--- config.mk ---
export PLATFORM = sky130hd
export DESIGN_NAME = countdown_timer
export DESIGN_NICKNAME = d
export VERILOG_FILES = /design/src/rtl/countdown_timer.sv
export SDC_FILE = /design/constraint.sdc
export NUM_CORES = 1
export LEC_CHECK = 0
export CAP_MARGIN = 20
export CORE_MARGIN = 2
export CORE_UTILIZATION = 45
export CTS_CLUSTER_DIAMETER = 120
export DETAILED_ROUTE_END_ITERATION = 12
export PLACE_DENSITY = 0.79
export SETUP_SLACK_MARGIN = 0.3
export SKIP_LAST_GASP = 1
export SLEW_MARGIN = 10
export SYNTH_ARGS = -nofsm -noshare
export SYNTH_HDL_FRONTEND = slang
export SYNTH_SLANG_ARGS = --single-unit
--- constraint.sdc ---
create_clock -name clk -period 2.8 [get_ports clk]
set_clock_uncertainty 0.05 [all_clocks]
set_input_delay 0.28 -clock clk [delete_from_list [all_inputs] [get_ports clk]]
set_output_delay 0.28 -clock clk [all_outputs]
set_load 0.03 [all_outputs]
--- src/rtl/countdown_timer.sv ---
`default_nettype none
// +------------------------------------------------------------------------+
// | countdown_timer: loadable down-counter with start handshake and a     |
// | one-cycle done pulse. Optional macro: COUNTDOWN_AUTO_RELOAD_EN.       |
// | Revision: 1.0                                                         |
// +------------------------------------------------------------------------+
module countdown_timer #(
   parameter int width     = 8,
   parameter int decrement = 1
) (
   input  logic             clk,
   input  logic             reset,
   input  logic             start_valid,
   output logic             start_ready,
   input  logic [width-1:0] load_value,
   input  logic             enable,
   input  logic             abort,
   output logic [width-1:0] count,
   output logic             busy,
   output logic             done
);

   localparam logic [1:0] c_idle = 2'd0;
   localparam logic [1:0] c_run  = 2'd1;
   localparam logic [1:0] c_done = 2'd2;

   localparam logic [width-1:0] c_dec  = width'(decrement);
   localparam logic [width-1:0] c_zero = '0;

   logic [1:0]       r_state;
   logic [1:0]       w_state_nxt;
   logic [width-1:0] r_count;
   logic [width-1:0] w_count_nxt;
   logic             w_handshake;

   assign start_ready = (r_state == c_idle);
   assign w_handshake = start_valid & start_ready;

`ifdef COUNTDOWN_AUTO_RELOAD_EN
   // The period copy is only ever consumed by the reload path.
   logic [width-1:0] r_period;
   logic [width-1:0] w_period_nxt;

   always_ff @(posedge clk or posedge reset) begin
      if (reset) begin
         r_period <= c_zero;
      end else begin
         r_period <= w_period_nxt;
      end
   end

   always_comb begin
      w_period_nxt = r_period;
      if (w_handshake) begin
         w_period_nxt = load_value;
      end
   end
`endif

   always_comb begin
      w_state_nxt = r_state;
      w_count_nxt = r_count;
      case (r_state)
         c_idle: begin
            if (w_handshake) begin
               w_count_nxt = load_value;
               w_state_nxt = (load_value == c_zero) ? c_done : c_run;
            end
         end
         c_run: begin
            // abort outranks both a normal tick and an expiring tick
            if (abort) begin
               w_count_nxt = c_zero;
               w_state_nxt = c_idle;
            end else if (enable) begin
               if (r_count > c_dec) begin
                  w_count_nxt = r_count - c_dec;
               end else begin
                  w_count_nxt = c_zero;
                  w_state_nxt = c_done;
               end
            end
         end
         c_done: begin
`ifdef COUNTDOWN_AUTO_RELOAD_EN
            // A zero period would otherwise spin in DONE; park it in IDLE.
            if (abort || (r_period == c_zero)) begin
               w_count_nxt = c_zero;
               w_state_nxt = c_idle;
            end else begin
               w_count_nxt = r_period;
               w_state_nxt = c_run;
            end
`else
            w_count_nxt = c_zero;
            w_state_nxt = c_idle;
`endif
         end
         default: begin
            w_count_nxt = c_zero;
            w_state_nxt = c_idle;
         end
      endcase
   end

   always_ff @(posedge clk or posedge reset) begin
      if (reset) begin
         r_state <= c_idle;
         r_count <= c_zero;
      end else begin
         r_state <= w_state_nxt;
         r_count <= w_count_nxt;
      end
   end

   assign count = r_count;
   assign busy  = (r_state == c_run);
   assign done  = (r_state == c_done);

endmodule
`default_nettype wire

==> results of run 1 <==
[flip-flops by register name (all words and copies together), names as in the netlist]
signal and flops:
count 8, r_state 2
[synth_stat cells (2+ instances only)]
| master | number |
|---|---|
| nor4_1 | 2 |
| o21ai_0 | 3 |
| or3_1 | 3 |
| or4_1 | 3 |
| dfrtp_1 | 10 |
| nand2_1 | 6 |
| inv_1 | 6 |
| a22o_1 | 3 |
| ha_1 | 2 |
| a21oi_1 | 3 |
| nor3_1 | 4 |
| o22ai_1 | 2 |
| nand2b_1 | 2 |
| nor3b_1 | 2 |
| nor2_1 | 5 |
| nor2b_1 | 4 |
| buf_6 | 3 |
[routing by layer]
metal  global-route usage (%)  routed length [um]  vias up
li1                         -                   -      350
met1                     29.7                 864      344
met2                     31.8                 764       40
met3                     4.08                 133        4
met4                     10.9                  30        0
met5                        0                   0        -
[layout make-up]
class	instances	area share, %
inverter	6	2.30
tap	16	2.04
multi-input combinational	60	43.6
clock buffer	3	2.30
sequential	10	25.5
timing repair buffer	24	24.3
[worst max-delay path by stage]
stage                     cells after the start         from     endpoint
after floorplan                               4     count[4]     count[5]
after global placement                        5  start_valid     count[5]
after detailed placement                      5  start_valid     count[5]
after CTS                                     2   r_state[0]  start_ready
after global routing                          2   r_state[0]  start_ready
final                                         2   r_state[0]  start_ready
[kinds of logic after synthesis]
family          share of synthesized area (%)
compound gates                           23.6
fa+ha+maj                                3.41
buf+inv                                  7.68
simple gates                             29.9
flops                                    34.1
mux                                      1.37
[through the flow]
stage	std cells	utilization (%)	worst slack (ns)	instance area (um^2)
6_report	119	64.3	0.515	980
5_1_grt	119	64.3	0.405	980
4_1_cts	119	64.3	0.518	980
3_5_place_dp	116	62.8	0.536	957
3_3_place_gp	116	62.8	0.566	957
2_1_floorplan	79	-	0.764	733
[power by group through the flow]
stage,clock (W),sequential (W),combinational (W)
2_1_floorplan,0,0.000362,0.000461
6_report,0.0000990,0.000313,0.000724
3_3_place_gp,0,0.000314,0.000720
4_1_cts,0.0000995,0.000311,0.000728
5_1_grt,0.000111,0.000331,0.000786
3_5_place_dp,0,0.000314,0.000722
[cell usage in the layout, fill, tap and decap left out, types with 2 or more instances in the layout]
cell type	instances
dfrtp_1	10
nand2b_1	2
clkdlybuf4s50_1	23
o22ai_1	2
or3_1	3
a21oi_1	3
inv_1	6
nor3b_1	2
a22o_1	3
clkbuf_4	3
ha_1	2
nand2_1	6
nor2_1	5
or4_1	3
nor2b_1	4
nor4_1	2
o21ai_0	3
nor3_1	4
==> impl_summary.log, run 1 <==
INFO  metric run_status = completed
INFO  metric grt_antenna_before_repair = 0
INFO  metric transition_time_of_the_tightest_slew_check_pin = approximately 0.48 ns
INFO  metric rr_worst_depth = 4
INFO  metric power_report.internal_total = just under 0.0006 W
INFO  metric routed_via_density = around 6.2
INFO  metric routedWlPerCell = roughly 15 um
INFO  metric synth_top_area_cell = dfrtp_1
INFO  metric cap_viol_max_count = 0
INFO  metric avgSynthCellArea = ~9.3 um^2
INFO  metric seqPwrFrac = 27.6%
INFO  metric mappedNetlistNets = between 90 and 100
INFO  metric crit_buf_inv = 1
INFO  metric drc = 0
INFO  metric total_via_count_in_the_routed_design = 738
INFO  metric die_area = a little under 2000 um^2
INFO  metric worstSetupPathType = reg2out
INFO  metric power.net_switching = 0.000558 W
INFO  metric final_hold_viol_count = 0
INFO  metric total_setup_buffers_inserted_after_cts = 0
INFO  metric power.ir.vdd_worst = between 600 and 700 uV
INFO  metric drt_iter0_markers = 23
INFO  metric rsz0062_at_grt = no
INFO  metric setup.worst_path.start_class = flip-flop
INFO  metric globalRoute.totalOverflow = 0
INFO  metric synth-main-ff-cell = dfrtp_1
INFO  metric ys_seq_area_share = between 30% and 40%
INFO  metric worst_hold_path_type = in2async
INFO  metric diodes = 0
INFO  metric clock_latency_late_sink = approximately 0.26 ns
INFO  metric fin_total_pwr = about 0.0011 W
INFO  metric crit_path_max_fanout = 10
INFO  metric leakage = a little over 0.4 nW
INFO  metric design.final.nets = 120
INFO  metric timing.rr.end = count[5]
INFO  metric timing.rr.start = count[4]
INFO  metric cts_repair_resize_count = 0
INFO  metric nFillCells = roughly 140
INFO  metric post_synth_num_cell_types = 33
INFO  metric placement.io_buffers = 23
INFO  metric track_usage = 21.4%
INFO  metric path_cells = nor2_1 -> clkdlybuf4s50_1
INFO  metric ios = 24
INFO  metric detailedPlacementHpwl = between 1000 and 1500 um
INFO  metric cts_tree = done
INFO  metric flow.area_growth_from_synthesis = 33.6%
INFO  metric timing.final.crit_period = between 2 and 2.5 ns
INFO  metric number_of_global_route_vias_before_repair = between 600 and 700
INFO  metric max-clock-path-buffers = 2
INFO  metric cts_buffers = 3
INFO  metric first_pass_grt_wire_length = roughly 3000 um
INFO  metric wl = 1790 um
INFO  metric netlist_top_cells_area = dfrtp_1 (34%), buf_6 (4.6%), o41ai_4 (3.8%), a22o_1 (3.6%), ha_1 (3.4%)
INFO  metric clkTransAtPathRegs = roughly 0.070 ns
INFO  metric post_route_cells_drive_above_1_share = between 5 and 6%
INFO  metric synth_seq_cells = 10
INFO  metric clk_root_buffer_cell = clkbuf_4
INFO  metric synth_enable_flop_cells = 0
INFO  metric synth_warnings = 0
INFO  metric floorplan.initialDensity = 48.1%
INFO  metric combPwrFrac = between 60% and 70%
INFO  metric finalWeightedCongestion = between 0.8 and 0.9
INFO  metric placement_rows = 14
INFO  metric synth_top_area_share = 34.1%
INFO  metric slowest_delay = just under 0.8 ns
INFO  metric htreeDepth = 1
INFO  metric postSynth.asyncResetShare = 100%
INFO  metric setup_total_negative_slack = 0 ns
INFO  metric netSwitchingFraction = roughly half
INFO  metric setup.reg_to_reg.worst_slack = just under 0.7 ns
INFO  metric crit_family = buffers and inverters
INFO  metric area_of_the_placeable_core = between 1500 and 2000 um^2
INFO  metric cp_data_required_time = ~2.5 ns
INFO  metric cts_hold_buf = 0
INFO  metric layout.area.seq = 250 um^2
INFO  metric multi_input_comb_area = 427 um^2
INFO  metric syn_area = 733 um^2
INFO  metric clock_sinks = 10
INFO  metric die_width = 44.4 um
INFO  metric postSynthCellCount = 79
INFO  metric largest_net_degree_at_the_start_of_global_routing = 11
INFO  metric max-slew-margin-rel = approximately two thirds
INFO  metric clock_power_share = under 10%
INFO  metric height_of_the_chip = between 40 and 50 um
INFO  metric crit_share_post_route = between 80% and 90%
INFO  metric timing.fmax = approximately 440 MHz
INFO  metric worst_setup_path_end_kind = output pin
INFO  metric drt.antenna.violating_nets = 0
INFO  metric fin_hold_ws = roughly 0.25 ns
INFO  metric setup_viol = 0
INFO  metric worst-endpoint-arrival = 1.95 ns
INFO  metric drv_slew = 0
INFO  metric drt_pre_antenna_iters = 4
INFO  metric power-per-cell-area = ~1200 nW/um^2
INFO  metric crit_slowest_cell = clkdlybuf4s50_1
Note: power is estimated with default switching activity, not from simulation.
==> run 2: changes to the inputs <==
--- a/config.mk
+++ b/config.mk
@@ -7,10 +7,10 @@
 export LEC_CHECK = 0
 export CAP_MARGIN = 20
 export CORE_MARGIN = 2
-export CORE_UTILIZATION = 45
+export CORE_UTILIZATION = 44
 export CTS_CLUSTER_DIAMETER = 120
 export DETAILED_ROUTE_END_ITERATION = 12
-export PLACE_DENSITY = 0.79
+export PLACE_DENSITY = 0.77
 export SETUP_SLACK_MARGIN = 0.3
 export SKIP_LAST_GASP = 1
 export SLEW_MARGIN = 10
==> constraint.sdc (replaced) <==
create_clock -name clk -period 2.2 [get_ports clk]
set_clock_uncertainty 0.05 [all_clocks]
set_input_delay 0.22 -clock clk [delete_from_list [all_inputs] [get_ports clk]]
set_output_delay 0.22 -clock clk [all_outputs]
set_load 0.03 [all_outputs]
==> impl_summary.log, run 2 (synthesis gave the netlist of run 1 again) <==
INFO  metric drc = 0 (unchanged)
INFO  metric path_cells = inv_4 -> ha_4 -> o21bai_4 -> o41ai_4 -> nand2_1 -> a311o_1
INFO  metric flow.area_growth_from_synthesis = 45.4%
INFO  metric mostFrequentLayoutCell = clkdlybuf4s50_1
INFO  metric finalWeightedCongestion = 0.854 (-0.58%)
INFO  metric ios = 24 (unchanged)
INFO  metric worstSetupPathType = reg2reg
INFO  metric met3_usage = 4.40% (+0.32 points)
INFO  metric crit_share_post_route = 84.2%
INFO  metric transition_time_of_the_tightest_slew_check_pin = 0.392 ns (-0.0929 ns)
INFO  metric height_of_the_chip = 44.8 um (+1.0%)
INFO  metric gr-usage-met1 = 30.8% (+1.2 points)
INFO  metric cts_hold_buf = 0 (unchanged)
INFO  metric globalRoute.totalOverflow = 0 (unchanged)
INFO  metric rsz0062_at_grt = yes
INFO  metric setup_total_negative_slack = 0 ns (unchanged)
INFO  metric number_of_global_route_vias_before_repair = 702 (+2.8%)
INFO  metric postLayoutSetupSlackWorst = 0.348 ns (-0.168 ns)
INFO  metric setup.worst_path.start_class = flip-flop
INFO  metric first_pass_grt_wire_length = 3280 um (+9.7%)
INFO  metric crit_buf_inv = 1 (unchanged)
INFO  metric timing.fmax = ~540 MHz
INFO  metric run_status = completed
INFO  metric max-clock-path-buffers = 2 (unchanged)
INFO  metric area_of_the_placeable_core = 1540 um^2 (+1.1%)
INFO  metric largest_net_degree_at_the_start_of_global_routing = 11 (unchanged)
INFO  metric worst_setup_path_end_kind = flip-flop
INFO  metric clock_latency_late_sink = 0.27 ns (about the same)
INFO  metric timing.final.crit_period = approximately 1.9 ns
INFO  metric worst_hold_path_type = in2async
INFO  metric cp_data_required_time = 2.30 ns (-0.17 ns)
INFO  metric power-per-cell-area = 1520 nW/um^2 (+31%)
INFO  metric leakage = 0.431 nW (+6.7%)
INFO  metric die_area = 2010 um^2 (+2.1%)
INFO  metric dp_worst_setup_slack = 0.145 ns (-0.392 ns)
INFO  metric drt_iter0_markers = 26 (+13%)
INFO  metric placement_rows = 14 (unchanged)
INFO  metric wl = 2040 um (+14%)
INFO  metric clk_root_buffer_cell = clkbuf_4
INFO  metric setup_viol = 0 (unchanged)
INFO  metric diodes = 0 (unchanged)
INFO  metric drv_slew = 0 (unchanged)
INFO  metric slowest_delay = 0.46 ns (-0.31 ns)
INFO  metric worst-endpoint-arrival = 1.95 ns (about the same)
INFO  metric track_usage = 22.3% (+0.84 points)
INFO  metric crit_slowest_cell = dfrtp_2
INFO  metric total_via_count_in_the_routed_design = 727 (-1.5%)
INFO  metric die_width = 44.8 um (+1.0%)
INFO  metric grt_antenna_before_repair = 0 (unchanged)
INFO  metric power.ir.vdd_worst = 1100 uV (+79%)
INFO  metric drt.antenna.violating_nets = 0 (unchanged)
INFO  metric max-slew-margin-rel = 73.8% (+6.3 points)
INFO  metric clkTransAtPathRegs = 0.07 ns (about the same)
INFO  metric clock_sinks = 10 (unchanged)
INFO  metric crit_path_max_fanout = 5 (-5)
INFO  metric routed_via_density = 5.86 (-5.5%)
INFO  metric globalRouteMet2Util = 36.5% (+4.8 points)
INFO  metric cts_tree = done
INFO  metric drt_pre_antenna_iters = 4 (unchanged)
INFO  metric crit_family = compound AO/OA/AOI/OAI gates
INFO  metric max_ffs_per_register = 8 (unchanged)
INFO  metric floorplan.initialDensity = 47.6% (-0.55 points)
INFO  metric final_hold_viol_count = 0 (unchanged)
INFO  metric design.final.nets = 124 (+3.3%)
INFO  metric routedWlPerCell = 16.5 um (+9.4%)
INFO  metric post_route_cells_drive_above_1_share = 21.3% (+15 points)
INFO  metric placement.io_buffers = 23 (unchanged)
INFO  metric detailedPlacementHpwl = 1530 um (+12%)
INFO  metric global_route.peak_usage_layer = met2
INFO  metric cts_buffers = 3 (unchanged)
INFO  metric htreeDepth = 1 (unchanged)
INFO  metric nFillCells = 117 (-15%)
INFO  metric cap_viol_max_count = 0 (unchanged)
INFO  metric final_cell_mix = clkdlybuf4s50_1 (20), nand2_1 (6), dfrtp_2 (6)
-- run 2: path summary, 6_finish.rpt --
kind / startpoint / end / slack, ns / cells after the start
max: count[1] / count[5] / 0.35 / 6
max in group asynchronous: reset / count[5] / 1.62 / 2
max reg2reg: count[1] / count[5] / 0.35 / 6
min in group clk: load_value[6] / count[6] / 0.51 / 3
min reg2reg: count[5] / count[5] / 0.51 / 1
min: reset / count[2] / 0.18 / 2
-- run 2: layer usage --
layer  up-vias  part of all wire, %
met5         -                    0
met4         0                    0
met1       348                   45
met3         0                  5.0
li1        355                    -
met2        24                   50
-- run 2: repair_timing --
| item | CTS | global route |
|---|---|---|
| gates resized for setup | 4 | 2 |
| setup buffers | 1 | 0 |
| pin swaps | 1 | 1 |
| setup endpoints to repair | 5 | 4 |
-- run 2: cell type report --
type                       instances  area, um^2  area share [%]
clock buffer                       4        26.3            2.46
timing repair buffer              28         264            24.8
inverter                           6        25.0            2.35
tap                               16        20.0            1.88
sequential                        10         258            24.2
multi-input combinational         60         473            44.4
-- run 2: power by group --
| group | leakage, nW | switching (W) | internal, W |
|---|---|---|---|
| logic | 0.295 | 0.000576 | 0.000493 |
| clock network | 0.0150 | 0.0000686 | 0.0000701 |
| registers | 0.121 | 0.000140 | 0.000269 |
-- run 2: through the flow --
step	power (W)	utilization, %	instance area [um^2]	hold WS (ns)	cells
after floorplan	0.00113	-	781	0.00984	79
after global placement	0.00145	66.6	1030	0.480	119
final	0.00162	69.2	1070	0.176	124
after CTS	0.00160	68.7	1060	0.181	124
after detailed placement	0.00147	66.6	1030	0.473	119
after global routing	0.00171	69.2	1070	0.235	124
==> run 3: changes to the inputs <==
==> constraint.sdc (replaced) <==
create_clock -name clk -period 1.9 [get_ports clk]
set_clock_uncertainty 0.05 [all_clocks]
set_input_delay 0.19 -clock clk [delete_from_list [all_inputs] [get_ports clk]]
set_output_delay 0.19 -clock clk [all_outputs]
set_load 0.03 [all_outputs]
==> impl_summary.log, run 3 (synthesis gave the netlist of run 1 again) <==
INFO  metric finalWeightedCongestion = 0.874 (+2.3%)
INFO  metric netSwitchingFraction = 46.7% (-1.8 points)
INFO  metric power.ir.vdd_worst = 1300 uV (+18%)
INFO  metric timing.fmax = 546 MHz (+1.1%)
INFO  metric drt_iter0_markers = 55 (+110%)
INFO  metric routed_via_density = 6.20 (+5.7%)
INFO  metric transition_time_of_the_tightest_slew_check_pin = 0.410 ns (+0.0182 ns)
INFO  metric clock_sinks = 10 (unchanged)
INFO  metric max-slew-margin-rel = 72.6% (-1.2 points)
INFO  metric wl = 2950 um (+44%)
INFO  metric grt_antenna_before_repair = 0 (unchanged)
INFO  metric combPwrFrac = 75.8% (+9.7 points)
INFO  metric detailedPlacementHpwl = 1860 um (+22%)
INFO  metric rsz0062_at_grt = yes
INFO  metric power-per-cell-area = 1860 nW/um^2 (+23%)
INFO  metric drt.antenna.violating_nets = 0 (unchanged)
INFO  metric cts_tree = done
INFO  metric cts_buffers = 3 (unchanged)
INFO  metric placement.cell_area = 1140 um^2 (+11%)
INFO  metric final_cell_mix = buf_4 (23), clkdlybuf4s50_1 (12), dlygate4sd2_1 (8), buf_6 (8)
INFO  metric timing.final.crit_period = 1.83 ns (-0.0206 ns)
INFO  metric clkTransAtPathRegs = 0.08 ns (about the same)
INFO  metric clock_latency_late_sink = 0.28 ns (about the same)
INFO  metric cap_viol_max_count = 0 (unchanged)
INFO  metric height_of_the_chip = 44.8 um (unchanged)
INFO  metric die_width = 44.8 um (unchanged)
INFO  metric number_of_global_route_vias_before_repair = 923 (+31%)
INFO  metric setup_viol = 0 (unchanged)
INFO  metric run_status = completed
INFO  metric htreeDepth = 1 (unchanged)
INFO  metric final_hold_viol_count = 0 (unchanged)
INFO  metric largest_net_degree_at_the_start_of_global_routing = 11 (unchanged)
INFO  metric max-clock-path-buffers = 2 (unchanged)
INFO  metric crit_share_post_route = 96.4% (+12 points)
INFO  metric worst-endpoint-arrival = 1.98 ns (+0.03 ns)
INFO  metric post_route_cells_drive_above_1_share = 46.3% (+25 points)
INFO  metric clk_root_buffer_cell = clkbuf_4
INFO  metric final_area = 1340 um^2 (+26%)
INFO  metric power_report.internal_total = 0.00133 W (+60%)
INFO  metric cp_data_required_time = 2.04 ns (-0.26 ns)
INFO  metric mostFrequentLayoutCell = buf_4
INFO  metric routedWlPerCell = 19.6 um (+19%)
INFO  metric first_pass_grt_wire_length = 4270 um (+30%)
INFO  metric diodes = 0 (unchanged)
INFO  metric drc = 0 (unchanged)
INFO  metric setup.worst_path.start_class = flip-flop
INFO  metric clock_power_share = 6.9% (-1.7 points)
INFO  metric rr_worst_depth = 5 (-1)
INFO  metric worstSetupPathType = reg2reg
INFO  metric worst_hold_path_type = in2async
INFO  metric setup_total_negative_slack = 0 ns (unchanged)
INFO  metric die_area = 2010 um^2 (unchanged)
INFO  metric total_via_count_in_the_routed_design = 930 (+28%)
INFO  metric power.net_switching = 0.00117 W (+49%)
INFO  metric track_usage = 30.1% (+7.9 points)
INFO  metric drv_slew = 0 (unchanged)
INFO  metric crit_path_max_fanout = 2 (-3)
INFO  metric max_ffs_per_register = 8 (unchanged)
INFO  metric cts_hold_buf = 0 (unchanged)
INFO  metric placement_rows = 14 (unchanged)
INFO  metric crit_slowest_cell = or4b_4
INFO  metric leakage = 0.613 nW (+42%)
INFO  metric slowest_delay = 0.48 ns (+0.02 ns)
INFO  metric worst_setup_path_end_kind = flip-flop
INFO  metric dpl.cell_count = 134 (+13%)
INFO  metric finalCoreUtilization = 87.1% (+18 points)
INFO  metric area_of_the_placeable_core = 1540 um^2 (unchanged)
INFO  metric drt_pre_antenna_iters = 4 (unchanged)
INFO  metric flow.area_growth_from_synthesis = 83.1%
INFO  metric layout.cells.non_filler = 150 (+21%)
INFO  metric placement.io_buffers = 23 (unchanged)
INFO  metric path_cells = or3_4 -> buf_6 -> nand2b_4 -> or4b_4 -> o211ai_1
INFO  metric seqPwrFrac = 17.3% (-8.0 points)
INFO  metric ios = 24 (unchanged)
INFO  metric fin_hold_ws = 0.133 ns (-0.0424 ns)
INFO  metric design.final.nets = 150 (+21%)
INFO  metric globalRoute.totalOverflow = 0 (unchanged)
INFO  metric floorplan.initialDensity = 47.6% (unchanged)
## run 3: path summary, 6_finish.rpt
check | startpoint | endpoint | slack [ns]
worst max-delay path | count[5] | count[6] | 0.07
worst min-delay path | reset | count[0] | 0.13
worst max register to register | count[5] | count[6] | 0.07
worst min register to register | count[0] | count[0] | 0.57
max in group asynchronous | reset | count[5] | 1.34
min in group clk | load_value[2] | count[2] | 0.54
## run 3: what timing repair did
item | CTS | global route
endpoints found under the setup margin | 20 | 12
buffers inserted | 7 | 5
pin swaps | 11 | 11
gates resized for setup | 34 | 11
## run 3: power groups by stage
stage / combinational, W / sequential (W) / clock, W
final: 0.00189 / 0.000432 / 0.000172
after global routing: 0.00197 / 0.000441 / 0.000182
after CTS: 0.00167 / 0.000422 / 0.000167
after detailed placement: 0.00145 / 0.000423 / 0
after global placement: 0.00142 / 0.000419 / 0
after floorplan: 0.000763 / 0.000553 / 0
## run 3: layout make-up
| type | count | area (um^2) |
|---|---|---|
| multi-input combinational | 60 | 549 |
| timing repair buffer | 54 | 468 |
| sequential | 10 | 256 |
| fill | 77 | 199 |
| clock buffer | 4 | 26.3 |
| inverter | 6 | 22.5 |
| tap | 16 | 20.0 |
## run 3: metal layers
| metal | vias up | global-route usage, % | wire length (um) |
|---|---|---|---|
| li1 | 410 | - | - |
| met1 | 447 | 34.2 | 1170 |
| met2 | 59 | 53.9 | 1420 |
| met3 | 14 | 6.00 | 247 |
| met4 | 0 | 14.1 | 112 |
| met5 | - | 0 | 0 |
## run 3: through the flow
stage | total power (W) | setup slack, ns
after global routing | 0.00260 | 0.0255
after detailed placement | 0.00187 | -0.123
final | 0.00250 | 0.0683
after floorplan | 0.00132 | -0.00107
after global placement | 0.00183 | -0.0881
after CTS | 0.00226 | 0.0704
## run 3: critical path: cells and delay by family, from the launching register on
kind / cells / cell delay, ns
simple gates: 3 / 1.03
flops: 1 / 0.43
buf+inv: 1 / 0.13
compound gates: 1 / 0.11
